`src/rtl/serializer_pkg.sv`:
```
// Shared types and defaults for the byte serializer and its bit timer.
package serializer_pkg;

  typedef enum logic [2:0] {
    IDLE  = 3'd0,
    REQ   = 3'd1,
    LOAD  = 3'd2,
    SHIFT = 3'd3,
    GAP   = 3'd4
  } ser_state_t;

  localparam int DEF_DATA_WIDTH = 8;
  localparam int DEF_BIT_CYCLES = 1;

  // Counter width for a modulus of n, never narrower than one bit.
  function automatic int min1_clog2(input int n);
    return (n <= 2) ? 1 : $clog2(n);
  endfunction

endpackage

```
`src/rtl/bit_tick_gen.sv`:
```
// Modulo-BIT_CYCLES counter; o_tick marks the last cycle of each bit period.
module bit_tick_gen
  import serializer_pkg::*;
#(
  parameter int BIT_CYCLES = DEF_BIT_CYCLES
) (
  input  logic i_clk,
  input  logic i_rst_n,
  input  logic i_clr,
  input  logic i_en,
  output logic o_tick
);

  localparam int            CW   = min1_clog2(BIT_CYCLES);
  localparam logic [CW-1:0] LAST = CW'(BIT_CYCLES - 1);

  logic [CW-1:0] r_cnt;

  // Count while enabled, wrap at the bit period, hold at zero while cleared.
  always_ff @(posedge i_clk or negedge i_rst_n) begin
    if (!i_rst_n) begin
      r_cnt <= '0;
    end else if (i_clr) begin
      r_cnt <= '0;
    end else if (i_en) begin
      r_cnt <= (r_cnt == LAST) ? '0 : r_cnt + 1'b1;
    end
  end

  assign o_tick = i_en && (r_cnt == LAST);

endmodule

```
`src/rtl/byte_serializer.sv`:
```
// Pulls one word from the queue and shifts it out MSB first, one write strobe per bit.
module byte_serializer
  import serializer_pkg::*;
#(
  parameter int DATA_WIDTH   = DEF_DATA_WIDTH,
  parameter int LEN_WIDTH    = 4,
  parameter int BIT_CYCLES   = DEF_BIT_CYCLES,
  parameter int READ_LATENCY = 1
) (
  input  logic                  clock,
  input  logic                  reset,
  input  logic                  enable_in,
  input  logic [LEN_WIDTH-1:0]  len_in,
  input  logic [DATA_WIDTH-1:0] data_in,
  output logic                  dequeue_out,
  output logic                  data_out,
  output logic                  write_out,
  output logic                  status_out,
  output logic                  done_out
);

  localparam int             BCW       = min1_clog2(DATA_WIDTH);
  localparam int             LCW       = min1_clog2(READ_LATENCY);
  localparam logic [BCW-1:0] LAST_BIT  = BCW'(DATA_WIDTH - 1);
  localparam logic [LCW-1:0] LAST_LOAD = LCW'(READ_LATENCY - 1);

  ser_state_t            r_state;
  logic [DATA_WIDTH-1:0] r_shift;
  logic [BCW-1:0]        r_bit_cnt;
  logic [LCW-1:0]        r_load_cnt;
  logic                  r_dequeue;
  logic                  r_data;
  logic                  r_write;
  logic                  r_status;
  logic                  r_done;

  logic w_tick;
  logic w_timer_en;
  logic w_timer_clr;

  // The bit timer only runs in SHIFT, so it always starts a word at zero.
  assign w_timer_en  = (r_state == SHIFT);
  assign w_timer_clr = (r_state != SHIFT);

  bit_tick_gen #(
    .BIT_CYCLES(BIT_CYCLES)
  ) u_bit_timer (
    .i_clk  (clock),
    .i_rst_n(reset),
    .i_clr  (w_timer_clr),
    .i_en   (w_timer_en),
    .o_tick (w_tick)
  );

  // FSM with shift register, bit counter and outputs registered from the next state.
  always_ff @(posedge clock or negedge reset) begin
    if (!reset) begin
      r_state    <= IDLE;
      r_shift    <= '0;
      r_bit_cnt  <= '0;
      r_load_cnt <= '0;
      r_dequeue  <= 1'b0;
      r_data     <= 1'b0;
      r_write    <= 1'b0;
      r_status   <= 1'b0;
      r_done     <= 1'b0;
    end else begin
      r_dequeue <= 1'b0;
      r_done    <= 1'b0;
      case (r_state)
        IDLE: begin
          if (enable_in && (len_in != '0)) begin
            r_state   <= REQ;
            r_dequeue <= 1'b1;
            r_status  <= 1'b1;
          end
        end
        REQ: begin
          r_state    <= LOAD;
          r_load_cnt <= '0;
        end
        LOAD: begin
          if (r_load_cnt == LAST_LOAD) begin
            r_state   <= SHIFT;
            r_shift   <= data_in;
            r_bit_cnt <= '0;
            r_data    <= data_in[DATA_WIDTH-1];
            r_write   <= 1'b1;
          end else begin
            r_load_cnt <= r_load_cnt + 1'b1;
          end
        end
        SHIFT: begin
          if (w_tick) begin
            if (r_bit_cnt == LAST_BIT) begin
              r_state   <= GAP;
              r_bit_cnt <= '0;
              r_data    <= 1'b0;
              r_write   <= 1'b0;
              r_status  <= 1'b0;
              r_done    <= 1'b1;
            end else begin
              r_shift   <= r_shift << 1;
              r_bit_cnt <= r_bit_cnt + 1'b1;
              r_data    <= r_shift[DATA_WIDTH-2];
            end
          end
        end
        GAP: begin
          // One idle-bound cycle so len_in reflects the dequeue before it is sampled again.
          r_state <= IDLE;
        end
        default: begin
          r_state <= IDLE;
        end
      endcase
    end
  end

  assign dequeue_out = r_dequeue;
  assign data_out    = r_data;
  assign write_out   = r_write;
  assign status_out  = r_status;
  assign done_out    = r_done;

endmodule

```
`config.mk`:
```
export PLATFORM = sky130hd
export DESIGN_NAME = byte_serializer
export DESIGN_NICKNAME = d
export VERILOG_FILES = /design/src/rtl/serializer_pkg.sv /design/src/rtl/bit_tick_gen.sv /design/src/rtl/byte_serializer.sv
export SDC_FILE = /design/constraint.sdc
export NUM_CORES = 1
export LEC_CHECK = 0
export ABC_AREA = 1
export CAP_MARGIN = 20
export CELL_PAD_IN_SITES_DETAIL_PLACEMENT = 0
export CELL_PAD_IN_SITES_GLOBAL_PLACEMENT = 2
export CORE_MARGIN = 10
export CORE_UTILIZATION = 30
export DETAILED_ROUTE_END_ITERATION = 16
export PLACE_DENSITY_LB_ADDON = 0.2
export SLEW_MARGIN = 15
export SYNTH_ARGS = -nofsm -noshare
export SYNTH_HDL_FRONTEND = slang
export SYNTH_SLANG_ARGS = --single-unit
```
`constraint.sdc`:
```
create_clock -name clock -period 3.7 [get_ports clock]
set_clock_uncertainty 0.1 [all_clocks]
set_input_delay 0.74 -clock clock [delete_from_list [all_inputs] [get_ports clock]]
set_output_delay 0.74 -clock clock [all_outputs]
set_load 0.05 [all_outputs]
```
Word level (Yosys, flattened, before mapping)
Index checks and enable logic that the tools add are counted.
- logic and storage cells: 70
- output and inout port bits: 5
- register bits: 20
- reductions and logical operators: 13
- $add $sub $neg: 3
- multiplexer cells: 33
- eq/ne operators: 10
- bitwise gates (word level): 1
- operators by type and width (kind ; number):
    2-to-1 mux 3 bit ; 7
    2-to-1 mux 7 bit ; 3
    2-to-1 mux 1 bit ; 16
    AND reduction 4 bit ; 4
    case mux 7 bit (2 select lines) ; 1
    case mux 3 bit (4 select lines) ; 1
    != test 2 bit, second input constant ; 5
    case mux 1 bit (2 select lines) ; 4
    nonzero test 2 bit ; 4
    equality test 3 x 2 -> 1 bit, second input constant ; 2
    case mux 3 bit (2 select lines) ; 1
    nonzero test 4 bit ; 1
    adder 3 x 1 -> 3 bit, second input constant ; 1
    equality test 3 x 1 -> 1 bit, second input constant ; 1
    equality test 3 bit, second input constant ; 1
    logical NOT 3 bit ; 1
    != test 3 x 2 -> 1 bit, second input constant ; 1
    AND reduction 3 bit ; 1
    adder 1 bit, second input constant ; 2
    logical AND 1 bit ; 2
    inverter 1 bit ; 1

Depth between registers and ports, before layout
- word-level depth: 4
- gate-level depth with buffers: 8
- mapped depth without buffers: 7

Hierarchy
A second synthesis with hierarchy kept.
- cells, all modules: 118
- area total of the unflattened synthesis: 894.6 um^2
- by module, submodules not included (module ; instances ; seq. area each (um^2) ; cells an instance ; area an instance (um^2)):
    byte_serializer ; 1 ; 450.4 ; 117 ; 887.1
    bit_tick_gen ; 1 ; 0.0 ; 1 ; 7.5

Worst setup path before layout
Ideal clock, no wire load.
- path kind: reg2out
- start point: reg r_data, in the netlist data_out
- end point: out data_out
- arrival: 0.601 ns
- data required time: 2.860 ns
- setup slack: 2.259 ns
- cell stages (with the launch flop): 1
- path through: dfrtp_1
- RTL lines (what ; RTL line ; RTL):
    from (decl) ; byte_serializer.sv:32 ; logic r_data;
    from (signal assigned) ; byte_serializer.sv:87 ; r_data <= data_in[DATA_WIDTH-1];
    from (signal assigned) ; byte_serializer.sv:105 ; r_data <= r_shift[DATA_WIDTH-2];
    to (decl) ; byte_serializer.sv:16 ; output logic data_out,
No word-level cell between the ends.

Final worst setup path
- start point: reg r_data, in the netlist data_out
- end point: out data_out
No word-level cell between the ends.

==> run metrics <==
Buf/Inv on CP=1; #FFs+latches synth=18; TNS Setup=0 ns; core box area=2760 µm²; Worst Path Required=2.86 ns; share of cells above drive strength 1=10.7%; CP peak stage delay=0.81 ns; TritonRoute pass-1 iters=4; reg-to-reg endpoint=r_shift[2]$_DFFE_PN0P_; Seq/Total Area, Yosys=52.1%; Syn. warnings=0; via count=717; vias per cell=4.69; largest net degree at the start of global routing=19; IO Count=20; critical path launch point type=flip-flop; HPWL after detailed placement=1.45 mm; per-cell routed wire length=12.8 µm; Synth Area in Adders=2.89%; final wirelength=1.95 mm; CP endpoint=data_out; Critical-path top delay cell=clkdlybuf4s50_1; CTS Hold Buffers Added=0; R2R Setup Slk=2.09 ns; Post-DP Area=1080 µm²; main combinational cell family by area after synthesis=simple AND/OR/NAND/NOR gates; global-route wire length before repair=3.33 mm; IO Port Bufs=19; Gate power share=49.7%; gr usage total=7.98%; Leakage=0.561 nW; Post-Syn Area=865 µm²; Die W=73.7 µm; diodes inserted=0; Chip Height=73.7 µm; Switch Pwr=0.000378 W; PnR worst setup slack=1.39 ns; post-synthesis xor/xnor area fraction=0%; post-CTS sizing=0; mux contribution to synthesized area=0%; Internal=0.000452 W; maximum VDD drop=0.000316 V; CTS tree=done; fin area=1100 µm²; NumNets Final=141; clk sinks=18; sequential power share=38.4%; # rows=19; initial antenna violation count=0; Rel. slew slack=44.6%; period utilization=62.5%; Max Fanout on Critical Path=2; htree depth=1; CP arrival=1.47 ns; status=finished, final reports clean; Final setup viols=0; Final Hold Fails=0; Reg2Reg Depth=7; die footprint=5430 µm²; Layout Utilization=40.1%; worst path cell trace=clkdlybuf4s50_1; dpl ws=1.71 ns; sw frac=45.6%; critical path capture point type=output pin; critical path class=reg -> out; number of post-CTS setup repair buffers=0; vias in the first global route=744; Final Max Tran Viols=0; min-delay worst type=reg -> reg; drc violations=0; Top delay family on crit path=buffers and inverters; Fill cells=302; CTS max path bufs=2; Initial Util=31.4%; Area Growth Syn to Fin=27.8%; Clock power frac=11.9%; Max Fclk=0.432 GHz; RSZ-0062 raised after global routing=false; RD Place Congestion=0.694; Detail Route Antenna Nets=0; syn avg cell area=8.56 µm²; Synth Instances=101; worst slew pin tran=0.828 ns; Root Driver=clkbuf_4; grt ovf=0; Power Density=752 nW/µm²; post-route minimum period=2.31 ns; First DRT Iteration DRCs=31; Critical Path Stages=1; CTS Buf Count=3; Clk Latency, worst-skew pair=0.30 ns; Worst Setup SP=data_out$_DFFE_PN0P_; clock slew at reported path FFs=0.10 ns; synth unique cells=19; max-cap viol count=0; post-synthesis simple-gate area fraction=35.7%; syn nets=118; Hold Slack=0.400 ns; reg2reg start=r_bit_cnt[0]$_DFFE_PN0P_; post-synthesis compound-gate area fraction=4.92%
cell usage after synthesis (all sizes together):
master	n	share of area, %
inv	7	3.0
dfrtp	18	52
ha	2	2.9
nand4	1	0.72
nand2	45	22
a22o	1	1.0
buf	1	1.3
nor2	8	5.6
o21ai	3	2.2
a21oi	3	1.7
nand3	12	7.5
final cells by class:
| type | instances | area [µm²] | area share, % |
|---|---|---|---|
| clock buffers | 3 | 22.5 | 2.04 |
| inverters | 7 | 26.3 | 2.38 |
| multi-input cells | 75 | 377 | 34.1 |
| flip-flops and latches | 18 | 450 | 40.8 |
| well taps | 31 | 38.8 | 3.51 |
| repair buffers | 19 | 190 | 17.2 |
cell families after synthesis:
| family | after synthesis |
|---|---|
| AND/OR/NAND/NOR | 66 |
| buffers and inverters | 8 |
| adder cells (fa/ha/maj) | 2 |
| flip-flops | 18 |
| AO/OA/AOI/OAI | 7 |
registers in the layout, indices dropped and copies added (netlist names):
signal,cells
r_shift,7
r_state,3
dequeue_out,1
data_out,1
status_out,1
r_bit_cnt,3
write_out,1
done_out,1
metal layers:
layer	wire length, µm	global-route usage [%]	vias to the layer above	share of wire [%]
li1	-	-	366	-
met2	888	12.8	11	45
met1	926	8.91	335	47
met5	0	0	-	0
met4	42	4.35	0	2.1
met3	97	2.96	5	5.0
how the worst min path moves through the flow:
stage	from	to	slack [ns]	cells after the start
2_1_floorplan	reset	data_out$_DFFE_PN0P_	0.34	0
3_3_place_gp	write_out$_DFFE_PN0P_	write_out$_DFFE_PN0P_	0.36	2
3_5_place_dp	r_bit_cnt[1]$_DFFE_PN0P_	r_bit_cnt[1]$_DFFE_PN0P_	0.38	2
4_1_cts	r_bit_cnt[0]$_DFFE_PN0P_	r_bit_cnt[0]$_DFFE_PN0P_	0.41	1
5_1_grt	r_bit_cnt[0]$_DFFE_PN0P_	r_bit_cnt[0]$_DFFE_PN0P_	0.42	1
6_report	r_bit_cnt[1]$_DFFE_PN0P_	r_bit_cnt[1]$_DFFE_PN0P_	0.40	2
stage by stage:
step	total power, W	instances
after floorplan	0.000642	101
after global placement	0.000745	150
after detailed placement	0.000746	150
after CTS	0.000845	153
after global routing	0.000914	153
final	0.000830	153
power groups by stage:
stage	Combinational [W]	Sequential, W	Clock [W]
after global routing	0.000475	0.000329	0.000110
final	0.000413	0.000319	0.0000988
after floorplan	0.000288	0.000354	0
after CTS	0.000422	0.000320	0.000103
after global placement	0.000424	0.000321	0
after detailed placement	0.000421	0.000325	0
placed cells by master (no fill, tap or decap):
master / Yosys / final
nor2_2: 1 / 1
o21ai_2: 1 / 1
clkdlybuf4s50_1: 0 / 19
inv_2: 2 / 2
nand2_4: 2 / 2
nand2_1: 41 / 41
nor2_8: 1 / 1
a22o_1: 1 / 1
nand2_2: 2 / 2
inv_1: 5 / 5
o21ai_0: 1 / 1
nand4_1: 1 / 1
a21oi_1: 3 / 3
nor2_1: 6 / 6
dfrtp_1: 18 / 18
nand3_1: 11 / 11
o21ai_1: 1 / 1
ha_1: 2 / 2
clkbuf_4: 0 / 3
nand3_2: 1 / 1
No activity file was read; power rests on OpenSTA's default activity.
==> RTL edit, RTL diff (config.mk and constraints unchanged) <==
The parameter `READ_LATENCY` goes from 1 to 2.
--- a/src/rtl/byte_serializer.sv
+++ b/src/rtl/byte_serializer.sv
@@ -7,3 +7,3 @@
   parameter int BIT_CYCLES   = DEF_BIT_CYCLES,
-  parameter int READ_LATENCY = 1
+  parameter int READ_LATENCY = 2
 ) (
Formal check against the unedited RTL: not equivalent (a bounded check fails within 4 cycles, from zero or initial values and one cycle with reset low).
==> RTL edit against the original RTL <==
- critical path depth did not move
- sequential share of layout area fell by 3.1 points
- register-to-register slack improved by 140 ps
- wire length rose by 9.3%
- area after synthesis rose by 16%
- power rose by 25%
- sequential cell count rose by 1
- via count rose by 15%
- final area rose by 14%
- core utilization rose by 0.26 points
- setup slack improved by 15 ps
==> RTL edit: results (changes against the original RTL) <==
stage,metric,value,unit,change
status,status,"complete, no violations",,unchanged
logic_synthesis,yosys-top-cells-count,"nand2_1, dfrtp_1, nand3_1",,unchanged
detailed_routing,drt_iter0_drc,37,,was 31
detailed_routing,wl_per_cell,11.2,um,was 12.8 um
logic_synthesis,synth_fa_ha_area_share,2.50,%,was 2.89%
place,io_buffer_count,19,,unchanged
place,place_area,1230,sq um,was 1080 sq um
critical_path,worstPathMaxFanout,2,,unchanged
final_layout,drive_above_1_share,10.9,%,was 10.7%
critical_path,rr_endpoint,r_shift[1]$_DFFE_PN0P_,,was r_shift[2]$_DFFE_PN0P_
detailed_routing,vias,821,,was 717
power,irDropWorstVdd,0.000283,V,was 0.000316 V
grt,grt_pass1_vias,854,,was 744
sta,holdWs,384,ps,was 400 ps
detailed_routing,first_pass_iters,4,,unchanged
place,gp_congestion,0.709,,was 0.694
grt,grt_max_degree,20,,was 19
detailed_routing,via_per_inst,4.30,,was 4.69
power,power.leakage,0.000706,uW,was 0.000561 uW
sta,tightest_slew,833,ps,was 828 ps
min_path,min_path_type,reg2reg,,unchanged
min_path,holdPathEnd,r_shift[3]$_DFFE_PN0P_,,was r_bit_cnt[1]$_DFFE_PN0P_
logic_synthesis,netlist_top_cells_area,"dfrtp_1, nand2_1, nand3_1",,unchanged
logic_synthesis,syn_nets,142,,was 118
grt,grt_pass1_wl,3820,um,was 3330 um
final_layout,layout.nets,165,,was 141
logic_synthesis,synth_cell_types,16,,was 19
logic_synthesis,syn-instance-count,125,,was 101
critical_path,worstReg2RegStart,r_state[2]$_DFFE_PN0P_,,was r_bit_cnt[0]$_DFFE_PN0P_
power,p_sw,504,uW,was 378 uW
final_layout,fillers,333,,was 302
sta,setup_viol_count_final,0,,unchanged
critical_path,ff2ff_path_depth,8,,was 7
grt,grt.total_usage,7.54,%,was 7.98%
critical_path,r2r_slack,2230,ps,was 2090 ps
logic_synthesis,ys_seq_area_share,47.5,%,was 52.1%
place,hpwlAfterDp,1620,um,was 1450 um
logic_synthesis,synth_compound_area_share,2.00,%,was 4.92%
place,post-place-cells,187,,was 150
logic_synthesis,muxShareOfSynthArea,0,%,unchanged
min_path,hold_start,r_shift[3]$_DFFE_PN0P_,,was r_bit_cnt[1]$_DFFE_PN0P_
RTL edit: area by class of cell:
cell class	instances	area (sq um)	area share [%]
flip-flops and latches	19	475	37.7
multi-input cells	91	462	36.6
repair buffers	19	190	15.1
well taps	44	55.1	4.37
inverters	14	52.6	4.17
clock buffers	4	26.3	2.08
RTL edit: power by group through the flow:
stage / sequential, uW / combinational [uW] / clock, uW
after detailed placement: 363 / 589 / 0
after CTS: 359 / 589 / 113
final: 359 / 581 / 102
after global placement: 363 / 590 / 0
after global routing: 374 / 668 / 118
after floorplan: 415 / 398 / 0
RTL edit: per-stage QoR:
stage	worst slack (ps)	total power [uW]
CTS	1360	1060
finish	1400	1040
detailed placement	1720	952
global placement	1720	953
floorplan	2260	812
global route	1330	1160
RTL edit: kinds of logic (layout without fill, tap and decap cells):
logic type | count (synthesis) | in the layout
flip-flops | 19 | 19
AO/OA/AOI/OAI | 4 | 4
buffers and inverters | 15 | 37
AND/OR/NAND/NOR | 85 | 85
adder cells (fa/ha/maj) | 2 | 2
RTL edit: layer usage:
metal | up-vias | GRT usage [%] | part of all wire, %
met5 | - | 0 | 0
met2 | 14 | 12.3 | 47
li1 | 428 | - | -
met3 | 2 | 1.61 | 4.4
met4 | 0 | 3.28 | 0.80
met1 | 377 | 9.31 | 48
RTL edit: worst max path at each step:
stage,from,end,slack [ps]
2_1_floorplan,data_out$_DFFE_PN0P_,data_out,2260
3_3_place_gp,data_out$_DFFE_PN0P_,data_out,1720
3_5_place_dp,write_out$_DFFE_PN0P_,write_out,1720
4_1_cts,data_out$_DFFE_PN0P_,data_out,1360
5_1_grt,data_out$_DFFE_PN0P_,data_out,1330
6_report,data_out$_DFFE_PN0P_,data_out,1400
